<file path="config.mk">
export PLATFORM = sky130hd
export DESIGN_NAME = mem_port_arbiter
export DESIGN_NICKNAME = d
export VERILOG_FILES = /design/src/rtl/mem_port_arbiter.sv
export SDC_FILE = /design/constraint.sdc
export NUM_CORES = 1
export LEC_CHECK = 0
export ABC_AREA = 1
export CAP_MARGIN = 0
export CORE_ASPECT_RATIO = 0.5
export CORE_MARGIN = 2
export CORE_UTILIZATION = 38
export DETAILED_ROUTE_END_ITERATION = 10
export HOLD_SLACK_MARGIN = 0.02
export PLACE_DENSITY_LB_ADDON = 0.25
export SYNTH_ARGS = -nofsm -noshare
export SYNTH_HDL_FRONTEND = slang
export SYNTH_SLANG_ARGS = --single-unit
</file>
<file path="constraint.sdc">
create_clock -name CLK -period 3.1 [get_ports CLK]
set_input_delay 0.62 -clock CLK [delete_from_list [all_inputs] [get_ports CLK]]
set_output_delay 0.62 -clock CLK [all_outputs]
set_load 0.02 [all_outputs]
</file>
<file path="src/rtl/mem_port_arbiter.sv">
// ---------------------------------------------------------------------------
// mem_port_arbiter
//   Shares one unified RAM port between the instruction-fetch requester and
//   the data load/store requester. Data requests win by default. A fairness
//   counter forces an instruction grant after FAIR_MAX back-to-back data
//   grants taken while a fetch was waiting. A watchdog aborts any RAM access
//   that does not complete within TIMEOUT cycles and raises a sticky bus_err.
//
// Ports
//   CLK, RST            clock, synchronous active-high reset
//   iREN, iaddr         instruction read request (held until ihit) + address
//   dREN, dWEN          data read / write request (held until dhit)
//   daddr, dstore       data address and write data
//   ihit, iload         fetch done pulse and fetched word (0 when ihit low)
//   dhit, dload         data done pulse and loaded word (0 when dhit low)
//   ramREN, ramWEN      RAM read / write strobes
//   ramaddr, ramstore   RAM address / write data, latched at grant
//   ram_load, ram_rdy   RAM read data and access-complete flag
//   bus_err             sticky watchdog-abort flag, cleared only by RST
// ---------------------------------------------------------------------------
module mem_port_arbiter #(
  parameter int ADDR_W   = 32,
  parameter int DATA_W   = 32,
  parameter int FAIR_MAX = 4,
  parameter int TIMEOUT  = 64
) (
  input  logic              CLK,
  input  logic              RST,
  input  logic              iREN,
  input  logic [ADDR_W-1:0] iaddr,
  input  logic              dREN,
  input  logic              dWEN,
  input  logic [ADDR_W-1:0] daddr,
  input  logic [DATA_W-1:0] dstore,
  output logic              ihit,
  output logic              dhit,
  output logic [DATA_W-1:0] iload,
  output logic [DATA_W-1:0] dload,
  output logic              ramREN,
  output logic              ramWEN,
  output logic [ADDR_W-1:0] ramaddr,
  output logic [DATA_W-1:0] ramstore,
  input  logic [DATA_W-1:0] ram_load,
  input  logic              ram_rdy,
  output logic              bus_err
);

  localparam int FW = $clog2(FAIR_MAX + 1);
  localparam int WW = $clog2(TIMEOUT);
  localparam logic [FW-1:0] FAIR_TOP = FW'(FAIR_MAX);
  localparam logic [WW-1:0] WD_LAST  = WW'(TIMEOUT - 1);

  typedef enum logic [1:0] {
    ST_IDLE = 2'd0,
    ST_IACC = 2'd1,
    ST_DACC = 2'd2
  } state_e;

  state_e            state_q,    state_d;
  logic [FW-1:0]     fair_cnt_q, fair_cnt_d;
  logic [WW-1:0]     wd_cnt_q,   wd_cnt_d;
  logic [ADDR_W-1:0] ramaddr_q,  ramaddr_d;
  logic [DATA_W-1:0] ramstore_q, ramstore_d;
  logic              wr_q,       wr_d;
  logic              bus_err_q,  bus_err_d;

  logic d_req_s;
  logic starve_s;

  // State register and latched access attributes.
  always_ff @(posedge CLK) begin
    if (RST) begin
      state_q    <= ST_IDLE;
      fair_cnt_q <= '0;
      wd_cnt_q   <= '0;
      ramaddr_q  <= '0;
      ramstore_q <= '0;
      wr_q       <= 1'b0;
      bus_err_q  <= 1'b0;
    end else begin
      state_q    <= state_d;
      fair_cnt_q <= fair_cnt_d;
      wd_cnt_q   <= wd_cnt_d;
      ramaddr_q  <= ramaddr_d;
      ramstore_q <= ramstore_d;
      wr_q       <= wr_d;
      bus_err_q  <= bus_err_d;
    end
  end

  // Grant decision, watchdog and completion handling.
  always_comb begin
    state_d    = state_q;
    fair_cnt_d = fair_cnt_q;
    wd_cnt_d   = wd_cnt_q;
    ramaddr_d  = ramaddr_q;
    ramstore_d = ramstore_q;
    wr_d       = wr_q;
    bus_err_d  = bus_err_q;

    d_req_s  = dREN | dWEN;
    // A fetch that has watched FAIR_MAX data grants go by now takes the port.
    starve_s = iREN && (fair_cnt_q == FAIR_TOP);

    case (state_q)
      ST_IDLE: begin
        if (d_req_s && !starve_s) begin
          state_d    = ST_DACC;
          ramaddr_d  = daddr;
          ramstore_d = dstore;
          // A simultaneous read+write is performed as a write.
          wr_d       = dWEN;
          wd_cnt_d   = '0;
          if (iREN && (fair_cnt_q != FAIR_TOP)) begin
            fair_cnt_d = fair_cnt_q + FW'(1);
          end else begin
            fair_cnt_d = fair_cnt_q;
          end
        end else if (iREN) begin
          state_d    = ST_IACC;
          ramaddr_d  = iaddr;
          fair_cnt_d = '0;
          wd_cnt_d   = '0;
        end else begin
          state_d = ST_IDLE;
        end
      end
      ST_IACC, ST_DACC: begin
        // Completion has priority over the watchdog in the same cycle.
        if (ram_rdy) begin
          state_d = ST_IDLE;
        end else if (wd_cnt_q == WD_LAST) begin
          state_d   = ST_IDLE;
          bus_err_d = 1'b1;
        end else begin
          wd_cnt_d = wd_cnt_q + WW'(1);
        end
      end
      default: begin
        state_d = ST_IDLE;
      end
    endcase
  end

  // Strobes come straight from the state register; hits follow ram_rdy.
  always_comb begin
    ramREN   = (state_q == ST_IACC) || ((state_q == ST_DACC) && !wr_q);
    ramWEN   = (state_q == ST_DACC) && wr_q;
    ihit     = (state_q == ST_IACC) && ram_rdy;
    dhit     = (state_q == ST_DACC) && ram_rdy;
    iload    = ihit ? ram_load : '0;
    dload    = dhit ? ram_load : '0;
    ramaddr  = ramaddr_q;
    ramstore = ramstore_q;
    bus_err  = bus_err_q;
  end

endmodule

</file>
## Word level (Yosys, flattened, before mapping)

Cells that the tools add are included.

- Input bits: 134
- Register bits: 77

- Bitwise gates (word level): 2
- Eq/ne operators: 10
- $add $sub $neg: 2
- Reductions and logical operators: 19
- Muxes and demuxes: 17

Operators by type and width:

| kind | number |
|---|---|
| $mux 32 | 4 |
| $mux 6 | 4 |
| $pmux 6 s2 | 1 |
| $mux 3 | 3 |
| $ne 3x3->1 const B | 3 |
| $logic_and 1x1->1 | 7 |
| $add 6x1->6 const B | 1 |
| $eq 6x6->1 const B | 1 |
| $mux 2 | 3 |
| $reduce_and 3->1 | 2 |
| $ne 2x2->1 const B | 2 |
| $pmux 2 s2 | 1 |
| $reduce_and 2->1 | 2 |
| $reduce_and 4->1 | 1 |
| $reduce_bool 2->1 | 2 |
| $add 3x1->3 const B | 1 |
| $eq 3x3->1 const B | 1 |
| $eq 2x1->1 const B | 1 |
| $eq 2x2->1 const B | 1 |
| $logic_not 1->1 | 2 |
| $logic_not 2->1 | 1 |
| $ne 2x1->1 const B | 1 |
| $reduce_or 2->1 | 1 |
| $logic_or 1x1->1 | 1 |
| 3 further kinds | 3 |

## Depth between registers and ports, before layout

Gate-level depths: netlist of run 1.

- Word-level depth: 6
- Gate-level depth with buffers: 9
- Mapped depth without buffers: 9

## Worst setup path before layout of run 1

No wires, ideal clock.

- Path kind: input to output
- From: input ram_rdy
- To: output dload[22]
- Path buffers: 1
- Path slack: 1.255 ns
- Data arrival time: 1.225 ns
- Data required time: 2.480 ns
- Stages on the path: 3
- Path through: nand2_1 clkbuf_1 nor2_1

- Cells in the longest elaborated chain, start to end: 2

RTL lines:

| element | line | source |
|---|---|---|
| start: declaration | 44 | `input logic ram_rdy,` |
| $logic_and 1x1->1 | 150 | `dhit = (state_q == ST_DACC) && ram_rdy;` |
| $mux 32 | 152 | `dload = dhit ? ram_load : '0;` |
| end: declaration | 38 | `output logic [DATA_W-1:0] dload,` |

No other way between the ends.

## Worst setup path after layout of run 1

- From: input ram_rdy
- To: output iload[22]

- Cells in the longest elaborated chain, start to end: 2

RTL lines:

| element | line | source |
|---|---|---|
| $logic_and 1x1->1 | 149 | `ihit = (state_q == ST_IACC) && ram_rdy;` |
| $mux 32 | 151 | `iload = ihit ? ram_load : '0;` |
| end: declaration | 37 | `output logic [DATA_W-1:0] iload,` |

No other way between the ends.

==> metrics.md, run 1 <==
| Metric | Value |
|---|---|
| Maximum clock path buffer count | `2` |
| Clock transition at path regs | `0.05 ns` |
| Post-cts repair resize count | `0` |
| Worst-margin pin slew | `0.8776 ns` |
| Antenna fix cells | `0` |
| Post-DRT Antenna Nets | `0` |
| Post-synthesis sequential area ratio | `41.66%` |
| GRT Total Usage | `24.02%` |
| Mapped Nets | `679` |
| Fin. Hold Viols | `0` |
| Worst skew pair latency | `0.33 ns` |
| YS warnings | `0` |
| Worst path required time | `2.48 ns` |
| # Post-CTS Setup Buffers | `0` |
| Skew final | `0.005859 ns` |
| Place WS | `0.2710 ns` |
| Syn Area/Cell | `6.864 um2` |
| Cells after Synth | `539` |
| Max FO, Critical Path | `33` |
| Post-Route WL | `12,840 um` |
| CP dominant cell by count | `clkdlybuf4s50_1` |
| Slew headroom | `41.27%` |
| CP Class | `in -> out` |
| Status | `completed` |
| Post-synthesis register bit count | `77` |
| Setup TNS | `0 ns` |
| Number of global-route vias before repair | `4,063` |
| Critical-path top delay cell | `clkdlybuf4s50_1` |
| Ports | `267` |
| Cell Chain, Critical Path | `clkdlybuf4s50_1 -> nand2_1 -> buf_4 -> nor2_1 -> clkdlybuf4s50_1` |
| Final HPWL DP | `9510 um` |
| Total CTS buffers | `9` |
| Fmax | `0.3553 GHz` |
| Hold Slack | `0.4679 ns` |
| Drt via density | `4.739` |
| Worst Slack Setup Final | `0.2853 ns` |
| Gr ovfl total | `0` |
| Worst setup EP type | `output port` |
| Port Buffer Count | `266` |
| DR WL/cell | `13.79 um` |
| Post-synth EDFFs | `0` |
| Crit path DAT | `2.19 ns` |
| Max-cap violation count | `0` |
| Drc violations | `0` |
| Largest net degree at the start of global routing | `73` |
| Async SR Flop Fraction | `0%` |
| Crit start category | `primary input` |
| Top-area cell type share of the netlist area | `41.66%` |
| DIE AREA | `10,590 um2` |
| Pwr Density | `532.5 nW/um2` |
| Synth Cell Area | `3700 um2` |
| Placer Congestion | `0.8800` |
| Max H-tree Level | `3` |
| Root Buffer | `clkbuf_16` |
| Starting DRT DRC Count | `264` |
| Max incr delay on CP | `0.64 ns` |
| CTS sink cnt | `77` |
| Post-synth cell types | `28` |
| RSZ-0062 raised after global routing | `false` |
| Count leader, synth | `nor2_1` |
| Area contributors post-synth | `dfxtp_1 42%, nor2_1 14%, o21ai_0 6.2%` |
| Drt first pass iters | `4` |
| Placed Cells incl. Taps | `915` |
| Rows | `25` |
| Area grow syn2layout | `80.76%` |
| Fin. max-slew vios | `0` |
| Tcrit/Tclk final | `90.80%` |
| Top post-synthesis cells by count | `141 x nor2_1, 77 x dfxtp_1, 60 x nand2_1, 51 x inv_1, 46 x o21ai_0` |
| Synth area leader | `dfxtp_1` |
| Core Region | `9447 um2` |
| Initial antenna violation count | `0` |
| FF-to-FF setup slack | `0.98 ns` |
| Via count | `4,412` |
| Final min period | `2.815 ns` |
| Hold crit path type | `reg -> reg` |
| Starting Density | `39.17%` |
| LEAKAGE | `2.797 nW` |
| Global-route wire length before repair | `20,020 um` |
| Die span in x | `143.5 um` |
| Non-Filler Instances | `931` |
| Final setup vio count | `0` |
| Layout Nets | `931` |
| Share of layout cells above drive strength 1 | `3.894%` |
| Hold-fix buffers at CTS | `0` |
| CTS tree | `yes` |
| Die span in y | `73.77 um` |
| VDD IR max | `0.3220 mV` |
| Ys flop type | `dfxtp_1` |
final cells by class:
cell class / instances / area, um2
Clock buffer: 15 / 267.8
Multi-Input combinational cell: 373 / 1765
Clock inverter: 1 / 5.005
Tap cell: 135 / 168.9
Sequential cell: 77 / 1541
Timing Repair Buffer: 275 / 2730
Fill cell: 813 / 2759
Inverter: 55 / 209.0
cells by family (layout without fill, tap and decap cells):
| kind of cell | Yosys count | count (layout) | synth area share (%) |
|---|---|---|---|
| flops | 77 | 77 | 41.66 |
| xor+xnor | 1 | 1 | 0.2368 |
| fa+ha+maj | 6 | 6 | 2.029 |
| buf+inv | 89 | 346 | 10.62 |
| simple gates | 252 | 252 | 28.37 |
| compound gates | 114 | 114 | 17.08 |
metrics by stage:
stage / area (um2) / util, % / power [mW]
6_report: 6688 / 70.79 / 3.561
5_1_grt: 6688 / 70.79 / 3.769
4_1_cts: 6688 / 70.79 / 3.588
3_5_place_dp: 6415 / 67.91 / 2.624
3_3_place_gp: 6415 / 67.91 / 2.596
2_1_floorplan: 3700 / - / 1.985
final timing paths:
check,start,endpoint,cells after the start
max,ram_rdy,iload[22],5
min,bus_err,bus_err,1
max reg2reg,state_q[1],ramaddr[3],7
min reg2reg,bus_err,bus_err,1
worst max-delay path: cells and delay by family:
kind	cells	cell delay, ns
simple gates	2	0.18
buf+inv	3	1.38
layer usage:
layer	GRT usage (%)	wire, um
met4	7.407	231
met5	0	0
met3	7.627	969
met1	26.65	5161
met2	44.55	6474
power breakdown:
part	internal, mW	switching, mW
clock	0.586	0.371
combinational	0.632	0.733
sequential	1.16	0.0814
flip-flops by register name (all words and copies together) (netlist names):
register and flops:
ramstore 32, fair_cnt_q 3, bus_err 1, wd_cnt_q 6, wr_q 1, ramaddr 32, state_q 2
cell usage in the layout, fill, tap and decap left out:
cell type	n
inv_1	51
a31oi_1	32
nor2_8	1
o21bai_1	2
clkinv_1	1
o21ai_1	22
nand2_1	60
nand2_4	1
nand3_2	2
o21a_1	1
o21ai_0	46
inv_2	2
xor2_1	1
clkdlybuf4s50_1	266
a211oi_1	1
nor3_1	3
nor2_4	1
buf_4	9
dfxtp_1	77
nand3_1	41
clkbuf_1	4
nand2_2	1
o21ai_4	1
ha_1	6
clkinv_2	1
clkbuf_8	2
clkbuf_16	9
or2_1	1
inv_4	1
a21oi_1	9
nor2_1	141
Note: power is estimated with default switching activity, not from simulation.
==> inputs of run 2 (changes only) <==
--- a/config.mk
+++ b/config.mk
@@ -9,7 +9,7 @@
 export CAP_MARGIN = 0
 export CORE_ASPECT_RATIO = 0.5
 export CORE_MARGIN = 2
-export CORE_UTILIZATION = 38
+export CORE_UTILIZATION = 35
 export DETAILED_ROUTE_END_ITERATION = 10
 export HOLD_SLACK_MARGIN = 0.02
 export PLACE_DENSITY_LB_ADDON = 0.25
==> constraint.sdc (replaced) <==
create_clock -name CLK -period 3.04 [get_ports CLK]
set_input_delay 0.608 -clock CLK [delete_from_list [all_inputs] [get_ports CLK]]
set_output_delay 0.608 -clock CLK [all_outputs]
set_load 0.02 [all_outputs]
==> run 2 against run 1 <==
  * Clock power is 20% higher
  * Global-route usage is 1.7 points lower
  * Cell area grew 1.1%
  * Largest power group unchanged
  * Highest routed layer unchanged
==> metrics.md, run 2 (synthesis gave the netlist of run 1 again) <==
| Metric | Value |
|---|---|
| Status | `completed` |
| Hold crit path type | `reg -> reg` |
| Final min period | `2.810 ns` |
| Global-route wire length before repair | `20,780 um` |
| Drt first pass iters | `4` |
| Tcrit/Tclk final | `92.42%` |
| Gr ovfl total | `0` |
| Max H-tree Level | `3` |
| Drt via density | `4.667` |
| WP buf/inv | `3` |
| Number of global-route vias before repair | `4,182` |
| Share of layout cells above drive strength 1 | `4.271%` |
| Drc violations | `0` |
| Critical Path Source | `ram_rdy` |
| Worst skew pair latency | `0.33 ns` |
| Clock transition at path regs | `0.05 ns` |
| CP Class | `in -> out` |
| # Post-CTS Setup Buffers | `0` |
| DR WL/cell | `13.54 um` |
| Switch share | `32.06%` |
| Fmax | `0.3559 GHz` |
| Critical-path top delay cell | `clkdlybuf4s50_1` |
| Sequential power share | `33.2%` |
| Total CTS buffers | `9` |
| P_sw | `1.221 mW` |
| Hold Crit Depth | `1` |
| Worst-margin pin slew | `0.9349 ns` |
| Die span in y | `76.70 um` |
| Worst path top cell family by delay | `buffers and inverters` |
| Largest net degree at the start of global routing | `55` |
| Reg2reg start | `state_q[0]` |
| Worst path required time | `2.43 ns` |
| RSZ-0062 raised after global routing | `false` |
| Post-Route WL | `12,680 um` |
| Post-DRT Antenna Nets | `0` |
| Non-Filler Instances | `936` |
| Area grow syn2layout | `82.72%` |
| Slew headroom | `37.44%` |
| Antenna fix cells | `0` |
| Maximum clock path buffer count | `2` |
| Most frequent cells in the layout | `266 x clkdlybuf4s50_1, 141 x nor2_1, 77 x dfxtp_1` |
| Layout Nets | `931` |
| VDD IR max | `0.3011 mV` |
| GRT Total Usage | `22.28%` |
| Most common cell after layout, fill and taps aside | `clkdlybuf4s50_1` |
| Ports | `267` |
| Worst setup EP type | `output port` |
| CTS sink cnt | `77` |
| Placed Cells incl. Taps | `920` |
| Reg2Reg Depth | `7` |
| Hold-fix buffers at CTS | `0` |
| Via count | `4,368` |
| Cell Chain, Critical Path | `clkdlybuf4s50_1 -> nand2_1 -> buf_4 -> nor2_1 -> clkdlybuf4s50_1` |
| Port Buffer Count | `266` |
| Starting DRT DRC Count | `227` |
| FF-to-FF setup slack | `0.83 ns` |
| DIE AREA | `11,460 um2` |
| FILL cells | `883` |
| Placer Congestion | `0.7901` |
| Max-cap violation count | `0` |
| Fin. Hold Viols | `0` |
| Crit path DAT | `2.20 ns` |
| Power share of the combinational group | `36.6%` |
| Hold Path Sink | `bus_err` |
| Final HPWL DP | `9464 um` |
| Worst Slack Setup Final | `0.2304 ns` |
| Int Power | `2.588 mW` |
| CP dominant cell by count | `clkdlybuf4s50_1` |
| Crit start category | `primary input` |
| Setup TNS | `0 ns` |
| Max FO, Critical Path | `33` |
| Final setup vio count | `0` |
| Max incr delay on CP | `0.65 ns` |
| Place WS | `0.2235 ns` |
| Worst hold start | `bus_err` |
| Post-cts repair resize count | `0` |
| Root Buffer | `clkbuf_16` |
| LEAKAGE | `2.830 nW` |
| Pwr Density | `563.4 nW/um2` |
| Rows | `26` |
| Skew final | `0.006443 ns` |
| Clock network power share | `30.3%` |
| Fin util | `65.97%` |
| Reg2reg end | `ramaddr[19]` |
| Total power | `3.809 mW` |
| Fin. max-slew vios | `0` |
| Core Region | `10,250 um2` |
| WP depth | `5` |
| Starting Density | `36.11%` |
| Die span in x | `149.4 um` |
| Initial antenna violation count | `0` |
| CTS tree | `yes` |
run 2: worst max-delay path by stage:
stage                           end  slack [ns]
after floorplan           dload[22]        1.22
after global placement     dload[2]        0.25
after detailed placement   dload[8]        0.22
after CTS                 iload[22]        0.22
after global routing      iload[22]        0.15
final                     iload[26]        0.23
run 2: per-stage QoR:
step	hold WS [ns]	instance area (um2)
final	0.4813	6760
after global routing	0.5099	6760
after CTS	0.4935	6760
after detailed placement	0.4644	6434
after global placement	0.4518	6434
after floorplan	0.4574	3700
run 2: per-layer routing:
metal	routed length (um)	track usage, %	vias up
met5	0	0	-
met4	197	5.619	0
met2	6325	40.28	149
li1	-	-	2245
met1	5171	25.64	1955
met3	984	6.786	19
run 2: power by group through the flow:
| stage | Sequential [mW] | Combinational, mW | Clock [mW] |
|---|---|---|---|
| 2_1_floorplan | 1.46 | 0.564 | 0 |
| 4_1_cts | 1.26 | 1.40 | 1.17 |
| 3_5_place_dp | 1.28 | 1.39 | 0 |
| 5_1_grt | 1.29 | 1.51 | 1.22 |
| 6_report | 1.26 | 1.39 | 1.15 |
| 3_3_place_gp | 1.27 | 1.38 | 0 |
run 2: area by class of cell:
cell class,instances,area (um2),share of cell area (%)
Clock inverter,4,70.07,1.036
Timing Repair Buffer,275,2743,40.57
Multi-Input combinational cell,373,1765,26.12
Inverter,55,209.0,3.091
Sequential cell,77,1541,22.80
Tap cell,140,175.2,2.591
Clock buffer,12,256.5,3.794
==> inputs of run 3 (changes only) <==
--- a/config.mk
+++ b/config.mk
@@ -12,7 +12,8 @@
 export CORE_UTILIZATION = 35
 export DETAILED_ROUTE_END_ITERATION = 10
 export HOLD_SLACK_MARGIN = 0.02
-export PLACE_DENSITY_LB_ADDON = 0.25
+export MAX_ROUTING_LAYER = met4
+export PLACE_DENSITY = 0.92
 export SYNTH_ARGS = -nofsm -noshare
 export SYNTH_HDL_FRONTEND = slang
 export SYNTH_SLANG_ARGS = --single-unit
==> run 3 against run 2 <==
  * Die area is the same
  * Critical path depth unchanged
  * Non-clock buffer count shrank 2
  * Via count rose by 3.5%
  * Clock skew decreased by 0.00084 ns
  * Cell count is 0.32% lower
  * Critical endpoint is now iload[24]
  * Largest power group unchanged
==> metrics.md, run 3 (synthesis gave the netlist of run 1 again) <==
| Metric | Value |
|---|---|
| Final min period | `2.796 ns` |
| Gr ovfl total | `0` |
| Core Region | `10,250 um2` |
| Root Buffer | `clkbuf_16` |
| CTS sink cnt | `77` |
| Worst path required time | `2.43 ns` |
| Worst-margin pin slew | `0.5419 ns` |
| Port Buffer Count | `266` |
| Rows | `26` |
| Layout Nets | `929` |
| Number of global-route vias before repair | `4,357` |
| Drt first pass iters | `4` |
| Die span in x | `149.4 um` |
| Sequential power share | `33.3%` |
| Max FO, Critical Path | `33` |
| Ports | `267` |
| Non-Filler Instances | `933` |
| Die span in y | `76.70 um` |
| Worst Slack Setup Final | `0.2440 ns` |
| Starting Density | `36.11%` |
| Drc violations | `0` |
| Largest net degree at the start of global routing | `63` |
| Hold crit path type | `reg -> reg` |
| Drt via density | `4.844` |
| Post-Route WL | `14,050 um` |
| Hold Path Sink | `bus_err` |
| Initial antenna violation count | `0` |
| Critical Path Source | `ram_rdy` |
| Status | `completed` |
| Hold Crit Depth | `1` |
| Hold-fix buffers at CTS | `0` |
| Switch share | `33.00%` |
| CTS tree | `yes` |
| Post-cts repair resize count | `0` |
| Starting DRT DRC Count | `357` |
| Int Power | `2.553 mW` |
| Place WS | `0.2370 ns` |
| Post-DRT Antenna Nets | `0` |
| Area grow syn2layout | `82.01%` |
| VDD IR max | `0.3780 mV` |
| Critical-path top delay cell | `clkdlybuf4s50_1` |
| Placer Congestion | `0.8298` |
| RSZ-0062 raised after global routing | `false` |
| FF-to-FF setup slack | `1.14 ns` |
| Maximum clock path buffer count | `2` |
| Clock transition at path regs | `0.06 ns` |
| Final setup vio count | `0` |
| Reg2reg end | `ramaddr[3]` |
| Fin. Hold Viols | `0` |
| Share of layout cells above drive strength 1 | `3.909%` |
| Crit start category | `primary input` |
| # Post-CTS Setup Buffers | `0` |
| Pwr Density | `565.8 nW/um2` |
| Cell Chain, Critical Path | `clkdlybuf4s50_1 -> nand2_1 -> buf_4 -> nor2_1 -> clkdlybuf4s50_1` |
| Fmax | `0.3577 GHz` |
| Slew headroom | `63.88%` |
| Clock network power share | `30.0%` |
| Global-route wire length before repair | `21,790 um` |
| Fin. max-slew vios | `0` |
| Max H-tree Level | `3` |
| Tcrit/Tclk final | `91.97%` |
| Total CTS buffers | `9` |
| Antenna fix cells | `0` |
| Most frequent cells in the layout | `266 x clkdlybuf4s50_1, 141 x nor2_1, 77 x dfxtp_1` |
| Placed Cells incl. Taps | `918` |
| CP dominant cell by count | `clkdlybuf4s50_1` |
| Skew final | `0.005603 ns` |
| DR WL/cell | `15.06 um` |
| Power share of the combinational group | `36.7%` |
| Final HPWL DP | `10,220 um` |
| GRT Total Usage | `24.82%` |
| Reg2reg start | `state_q[1]` |
| Hold Slack | `0.4672 ns` |
| LEAKAGE | `2.810 nW` |
| Most common cell after layout, fill and taps aside | `clkdlybuf4s50_1` |
| Max incr delay on CP | `0.64 ns` |
| Via count | `4,519` |
| DIE AREA | `11,460 um2` |
| Crit path DAT | `2.19 ns` |
| Worst skew pair latency | `0.34 ns` |
| Worst hold start | `bus_err` |
| Worst setup EP type | `output port` |
| CP Class | `in -> out` |
| Setup TNS | `0 ns` |
| Reg2Reg Depth | `7` |
| Max-cap violation count | `0` |
| P_sw | `1.257 mW` |
## run 3: changes by cell type in the layout (fill, tap and decap cells not counted)
cell,previous run,this run
buf_4,8,6
clkbuf_8,2,1
clkinv_2,2,1
clkinvlp_4,0,1
## run 3: metrics by stage
step	total power [mW]	cell area (um2)	util [%]
after floorplan	2.024	3700	-
after global placement	2.633	6419	62.64
after detailed placement	2.669	6419	62.64
after CTS	3.839	6734	65.71
after global routing	4.001	6734	65.71
final	3.810	6734	65.71
## run 3: critical path, delay by kind of cell
family,cells,cell delay [ns]
buffers and inverters,3,1.37
and+or+nand+nor,2,0.20
## run 3: how the worst max path moves through the flow
stage / to / depth (start not counted)
2_1_floorplan: dload[22] / 3
3_3_place_gp: dload[1] / 5
3_5_place_dp: dload[25] / 5
4_1_cts: iload[24] / 5
5_1_grt: dload[6] / 5
6_report: iload[24] / 5
## run 3: final cells by class
type	instances	area, um2
Inverter	55	209.0
Timing Repair Buffer	273	2728
Tap cell	140	175.2
Multi-Input combinational cell	373	1765
Sequential cell	77	1541
Fill cell	786	3513
Clock buffer	11	242.7
Clock inverter	4	72.57
## run 3: power by group through the flow
stage	clock network, mW	logic, mW	registers [mW]
2_1_floorplan	0	0.564	1.46
3_3_place_gp	0	1.36	1.28
3_5_place_dp	0	1.38	1.28
4_1_cts	1.17	1.40	1.27
5_1_grt	1.21	1.50	1.29
6_report	1.14	1.40	1.27
## run 3: metal layers
layer | track usage [%] | routed length (um) | vias up
li1 | - | - | 2241
met4 | 12.57 | 579 | 0
met5 | - | 0 | -
met2 | 45.00 | 7413 | 162
met1 | 25.26 | 5326 | 2061
met3 | 5.595 | 731 | 55
